<file path="src/rtl/invert_pipe.sv">
// Registered invert/negate/mask unit with a 2-entry valid/ready output queue.
// The head entry drives the outputs directly from registers.
module invert_pipe #(
   parameter int WIDTH = 8,
   parameter int CNT_W = 16
) (
   input  logic             clk_i,
   input  logic             rst_i,
   input  logic             in_valid_i,
   output logic             in_ready_o,
   input  logic [WIDTH-1:0] in_data_i,
   input  logic [1:0]       mode_i,
   input  logic [WIDTH-1:0] mask_i,
   output logic             out_valid_o,
   input  logic             out_ready_i,
   output logic [WIDTH-1:0] out_data_o,
   output logic             out_ovf_o,
   output logic             out_zero_o,
   output logic [CNT_W-1:0] ops_cnt_o
);

   localparam int EW = WIDTH + 2;
   localparam logic [WIDTH-1:0] MSB_ONLY = {1'b1, {(WIDTH-1){1'b0}}};
   localparam logic [WIDTH-1:0] ONE_W    = {{(WIDTH-1){1'b0}}, 1'b1};
   localparam logic [CNT_W-1:0] ONE_C    = {{(CNT_W-1){1'b0}}, 1'b1};

   // Entry layout: {F, OVF, ZERO}
   function automatic logic [EW-1:0] compute(input logic [WIDTH-1:0] a,
                                             input logic [1:0]       mode,
                                             input logic [WIDTH-1:0] mask);
      logic [WIDTH-1:0] f;
      logic             ovf;
      f   = a;
      ovf = 1'b0;
      case (mode)
         2'b00: f = a;
         2'b01: f = ~a;
         2'b10: begin
            f   = ~a + ONE_W;
            ovf = (a == MSB_ONLY);
         end
         2'b11: f = a ^ mask;
         default: f = a;
      endcase
      return {f, ovf, (f == {WIDTH{1'b0}})};
   endfunction

   logic [EW-1:0]    head_q, head_d;
   logic [EW-1:0]    tail_q, tail_d;
   logic [1:0]       count_q, count_d;
   logic [CNT_W-1:0] ops_q, ops_d;
   logic [EW-1:0]    new_s;
   logic             push_s;
   logic             pop_s;

   assign in_ready_o  = (count_q != 2'd2);
   assign out_valid_o = (count_q != 2'd0);
   assign out_data_o  = head_q[EW-1:2];
   assign out_ovf_o   = head_q[1];
   assign out_zero_o  = head_q[0];
   assign ops_cnt_o   = ops_q;

   assign push_s = in_valid_i & in_ready_o;
   assign pop_s  = out_valid_o & out_ready_i;
   assign new_s  = compute(in_data_i, mode_i, mask_i);

   // Queue next-state; a pop that empties the queue leaves the head as-is.
   always_comb begin
      head_d  = head_q;
      tail_d  = tail_q;
      count_d = count_q;
      ops_d   = ops_q;
      if (pop_s) begin
         ops_d = ops_q + ONE_C;
      end else begin
         ops_d = ops_q;
      end
      case ({push_s, pop_s})
         2'b10: begin
            if (count_q == 2'd0) begin
               head_d = new_s;
            end else begin
               tail_d = new_s;
            end
            count_d = count_q + 2'd1;
         end
         2'b01: begin
            if (count_q == 2'd2) begin
               head_d = tail_q;
            end else begin
               head_d = head_q;
            end
            count_d = count_q - 2'd1;
         end
         2'b11: begin
            head_d  = new_s;
            count_d = count_q;
         end
         default: begin
            count_d = count_q;
         end
      endcase
   end

   // State registers with synchronous reset.
   always_ff @(posedge clk_i) begin
      if (rst_i) begin
         head_q  <= {EW{1'b0}};
         tail_q  <= {EW{1'b0}};
         count_q <= 2'd0;
         ops_q   <= {CNT_W{1'b0}};
      end else begin
         head_q  <= head_d;
         tail_q  <= tail_d;
         count_q <= count_d;
         ops_q   <= ops_d;
      end
   end

endmodule
</file>
<file path="config.mk">
export PLATFORM = sky130hd
export DESIGN_NAME = invert_pipe
export DESIGN_NICKNAME = d
export VERILOG_FILES = /design/src/rtl/invert_pipe.sv
export SDC_FILE = /design/constraint.sdc
export NUM_CORES = 1
export LEC_CHECK = 0
export BUFFER_PORTS_ARGS = -buffer_cell sky130_fd_sc_hd__buf_2
export CAP_MARGIN = 20
export CORE_UTILIZATION = 45
export DETAILED_ROUTE_END_ITERATION = 16
export GPL_TIMING_DRIVEN = 0
export PLACE_DENSITY = 0.66
export SETUP_SLACK_MARGIN = 0.4
export SYNTH_ARGS = -nofsm -noshare
export SYNTH_HDL_FRONTEND = slang
export SYNTH_SLANG_ARGS = --single-unit
</file>
<file path="constraint.sdc">
create_clock -name clk_i -period 3.1 [get_ports clk_i]
set_input_delay 0 -clock clk_i [delete_from_list [all_inputs] [get_ports clk_i]]
set_output_delay 0 -clock clk_i [all_outputs]
set_load 0.01 [all_outputs]
</file>
* Word-level counts from Yosys, hierarchy flattened
Cells that the tools add are included.
Storage, ports and cells: word-level logic and storage cells 38, output and inout port bits 28, input bits 22, flip-flop bits (word level) 38
Cells by class: eq/ne operators 11, reduce and logical (&&, ||, !) cells 8, bitwise operators 5, add/sub/neg operators 4, multiplexer cells 6
Operator list (number):
- case mux 8 bit (4 select lines) | 1
- case mux 10 bit (3 select lines) | 1
- two-way mux 10 bit | 2
- adder 16 x 1 -> 16 bit, second input constant | 1
- == test 2 bit, second input constant | 5
- adder 8 x 1 -> 8 bit, second input constant | 1
- == test 8 bit, second input constant | 1
- logical NOT 8 bit | 1
- inverter 8 bit | 1
- bitwise XOR 8 bit | 1
- inequality test 2 bit, second input constant | 3
- == test 2 x 1 -> 1 bit, second input constant | 2
- logical NOT 2 bit | 2
- case mux 2 bit (2 select lines) | 1
- nonzero test 2 bit | 2
- AND reduction 3 bit | 1
- nonzero test 3 bit | 1
- adder 2 x 1 -> 2 bit, second input constant | 1
- bitwise AND 1 bit | 2
- AND reduction 2 bit | 1
- subtractor 2 x 1 -> 2 bit, second input constant | 1
- two-way mux 1 bit | 1
- inverter 1 bit | 1

* Depth between registers and ports, before layout
depth in word-level cells 6, mapped depth 10, gate-level depth less buffers 10

* Least setup slack after synthesis
OpenSTA, ideal clock, no wires.
path type flip-flop to flip-flop, start point register count_q[1], end point register head_q[4], path buffers 1, clock period less this slack 2569 ps, setup time 128 ps, cell stages (with the launch flop) 10, slack 531 ps, data required time 2972 ps, data arrival time 2441 ps, path through dfxtp_1 o21ai_0 inv_1 ha_1 mux2_2 o22a_1 nor2_1 clkbuf_1 mux2i_1 nor2_1
On the way: word-level cells in the longest chain between the ends 5
Ends and longest elaborated chain:
- start, declared | RTL line 50 | logic [1:0] count_q, count_d;
- start signal, assigned | RTL line 115 | count_q <= count_d;
- nonzero test 2 bit (*) | RTL line 57 | assign out_valid_o = (count_q != 2'd0);
- bitwise AND 1 bit (*) | RTL line 64 | assign pop_s = out_valid_o & out_ready_i;
- net pop_s | RTL line 54 | logic pop_s;
- == test 2 x 1 -> 1 bit or == test 2 bit (tied branches) | RTL line 78 | case ({push_s, pop_s})
- inequality test 2 bit (no source line) or nonzero test 3 bit (tied branches)
- AND reduction 3 bit (no source line)
- end signal, assigned | RTL line 108 | head_q <= {EW{1'b0}};
- end, declared | RTL line 48 | logic [EW-1:0] head_q, head_d;
The timed path passes the listed nets; every way through them passes the cells marked *. A chain may end at the register's enable or synchronous reset.

* Worst setup path in the final report
Same ends and word-level chain as after synthesis.

==> flow_summary.yaml <==
synthesis:
  synth_top_family_by_area: "simple AND/OR/NAND/NOR gates"
  synth_area_um2: 1917
  yosys.area.top_type: "dfxtp_1"
  synth_mux_area_share_pct: 2.676
  ys_types: 39
  ys_seq_elements: 38
  synth_top_area_share_pct: 39.69
  ys_top_cells_by_area: "dfxtp_1, nor2_1, xor2_1, nand2_1, xnor2_1"
  synth_xor_area_share_pct: 11.42
  synth_compound_area_share_pct: 15.34
  synth.avg_cell_area_um2: 8.370
  ys.warnings.count: 0
  yosys.area_share.simple_pct: 24.35
  synth_cells: 229
  syn-num-nets: 256
  yosysSeqAreaShare_pct: 39.69
  synth_fa_ha_area_share_pct: 3.264
global_route:
  gr-usage-met2_pct: 39.13
  antenna_found_initial: 0
  use_met1_pct: 25.49
  globalRouteOverflowTotal: 0
  grt_use_total_pct: 21.59
  grt_pass1_vias: 1682
  grt_max_degree: 12
  grt_busiest_layer: "met2"
  grt_pass1_wl_um: 7403
  use_met3_pct: 4.561
cts:
  clockRootBuffer: "clkbuf_8"
  postCtsSetupRepairBufs: 0
  clk_pin_slew_ns: 0.07
  h-tree-depth: 2
  ctsLongestPathBuffers: 2
  cts_buffers: 5
  cts_sinks: 38
  cts_tree: "built"
  clkLatencyLatePin_ns: 0.28
layout:
  fin_nets: 313
  syn_to_final_growth_pct: 22.91
  multi_input_area_um2: 1105
  fillers: 404
  drive_gt1_share_pct: 23.34
  finish.utilization_pct: 58.06
  seq_area_um2: 760.7
  antenna_cells: 0
  final_cells: 337
timing:
  fmax_mhz: 413.8
  drv_slew: 0
  hold_viol: 0
  finClkSkew_ns: 0.003020
  slew_headroom_pct: 64.73
  min_period_ns: 2.417
  post-route-period-util_pct: 77.95
  setup_viol: 0
  worst_pin_slew_ns: 0.5290
  rsz0062_at_grt: "no"
hold_path:
  worst_hold_startpoint: "out_ready_i"
  holdPathEnd: "ops_cnt_o[1]"
  min_path_type: "in2reg"
  min_delay_path_depth: 4
routing:
  drt_first_pass_iters: 5
  drt_iter0_drc: 36
  antenna_left: 0
  drc_errors: 0
  dr_total_vias: 1796
  wirelength_um: 4399
  avgViaCountPerCell: 5.329
  wl_per_cell_um: 13.05
pwr:
  power_density_nw_per_um2: 693.0
  vdd.ir_drop.worst_v: 0.0004660
  p_leak_nw: 1.023
setup_path:
  cp-start-kind: "flop"
  r2r-start: "count_q[1]"
  cp-end-kind: "flop"
  ff2ff_path_depth: 9
  reg2reg_to: "head_q[4]"
  cp-startpoint: "count_q[1]"
  required_ns: 3.26
  r2r_setup_slack_ns: 0.68
  crit_arrival_ns: 2.57
  cp_max_fo: 10
  path_class: "reg2reg"
place:
  port_buffers: 49
  place_hpwl_um: 3169
  gp_congestion: 0.8165
  dp.cells: 328
floorplanning:
  core-area_um2: 4058
  dieArea_um2: 4525
  die_w_um: 67.27
  die_h_um: 67.27
  initial_core_util_pct: 47.24
  row_count: 23
  pin_count: 50
flow_run:
  maxCapViolCount: 0
status:
  status: "complete, no violations"
[cell type report]
type	instances	share of cell area, %
inverters	6	0.9559
repair buffers	50	10.83
flip-flops and latches	38	32.29
well taps	50	2.655
clock buffers	7	3.240
plain buffers	10	1.859
clock inverters	1	1.275
multi-input cells	175	46.89
[cells in the mapped netlist (all sizes together)]
cell type / count
nand2: 21
nor2: 39
a2bb2oi: 1
o31ai: 1
o32a: 1
o22ai: 4
or2: 2
mux2i: 4
nor3b: 2
nand4: 3
a311oi: 1
nand3: 6
o21ai: 11
dfxtp: 38
inv: 6
o31a: 2
mux2: 1
a21oi: 8
or4: 2
o211ai: 3
a211oi: 7
and2: 1
and3: 5
ha: 5
or2b: 1
and4: 1
o21a: 1
nand2b: 4
a311o: 1
buf: 2
xnor2: 9
nor2b: 1
or3: 3
nor3: 6
xor2: 16
o22a: 1
and3b: 1
clkbuf: 8
[flip-flops by register name (all words and copies together) (netlist names)]
signal	flops
ops_cnt_o	16
tail_q	10
head_q	10
count_q	2
[worst max path at each step]
stage	end	slack [ns]	cells past startpoint
after detailed placement	head_q[4]	-0.07	9
final	head_q[4]	0.68	9
after CTS	head_q[4]	0.47	9
after global routing	head_q[2]	0.47	9
after floorplan	head_q[4]	0.53	9
after global placement	head_q[6]	0.01	9
[power by group]
group | leakage [nW] | switching [mW] | internal [mW]
Combinational | 0.661 | 0.328 | 0.245
Sequential | 0.310 | 0.0644 | 0.584
Clock | 0.0524 | 0.171 | 0.241
[cells by family (layout without fill, tap and decap cells)]
group,Yosys count,in the layout
buffers and inverters,16,74
muxes,5,5
and+or+nand+nor,98,98
AOI/OAI and AO/OA,42,42
xor gates and xnor gates,25,25
adders and majority gates,5,5
DFF,38,38
[per-layer routing]
layer  share of wire [%]  up-vias
li1                    -      906
met1                  47      838
met2                  48       50
met3                 4.5        2
met4                0.59        0
met5                   0        -
[worst max-delay path, cell delays in order (launching register included)]
cell and delay [ns]:
dfxtp_1 0.36, o21ai_2 0.28, inv_1 0.16, ha_1 0.29, mux2_2 0.28, o22a_1 0.25, nor2_4 0.16, clkbuf_4 0.25
mux2i_1 0.20, nor2_1 0.05
[per-stage QoR]
step	hold WS [ns]	setup WS, ns	power (mW)	TNS [ns]	instance area (um^2)
final	0.06815	0.6834	1.633	0	2356
after global routing	0.07767	0.4725	1.762	0	2356
after CTS	0.05950	0.4697	1.631	0	2346
after detailed placement	0.2807	-0.06659	1.210	-0.2080	2225
after global placement	0.2878	0.01191	1.199	0	2225
after floorplan	0.1641	0.5310	1.041	0	1917
[layout by cell type (no fill, tap or decap), types with 5 or more instances in the layout]
cell       n
buf_2     51
nor2_1    38
dfxtp_1   38
nand2_1   21
xor2_1    16
o21ai_0   10
clkbuf_1   9
xnor2_1    9
a21oi_1    8
a211oi_1   7
inv_1      6
nand3_1    6
nor3_1     6
and3_1     5
ha_1       5
clkbuf_8   5
[timing repair]
action                     in CTS  in global routing
hold buffers                    1                  0
gates cloned                    0                  0
gates resized for setup         3                  4
setup endpoints to repair      10                 10
hold endpoints to repair        1                  0
(Power assumes the default switching activity.)
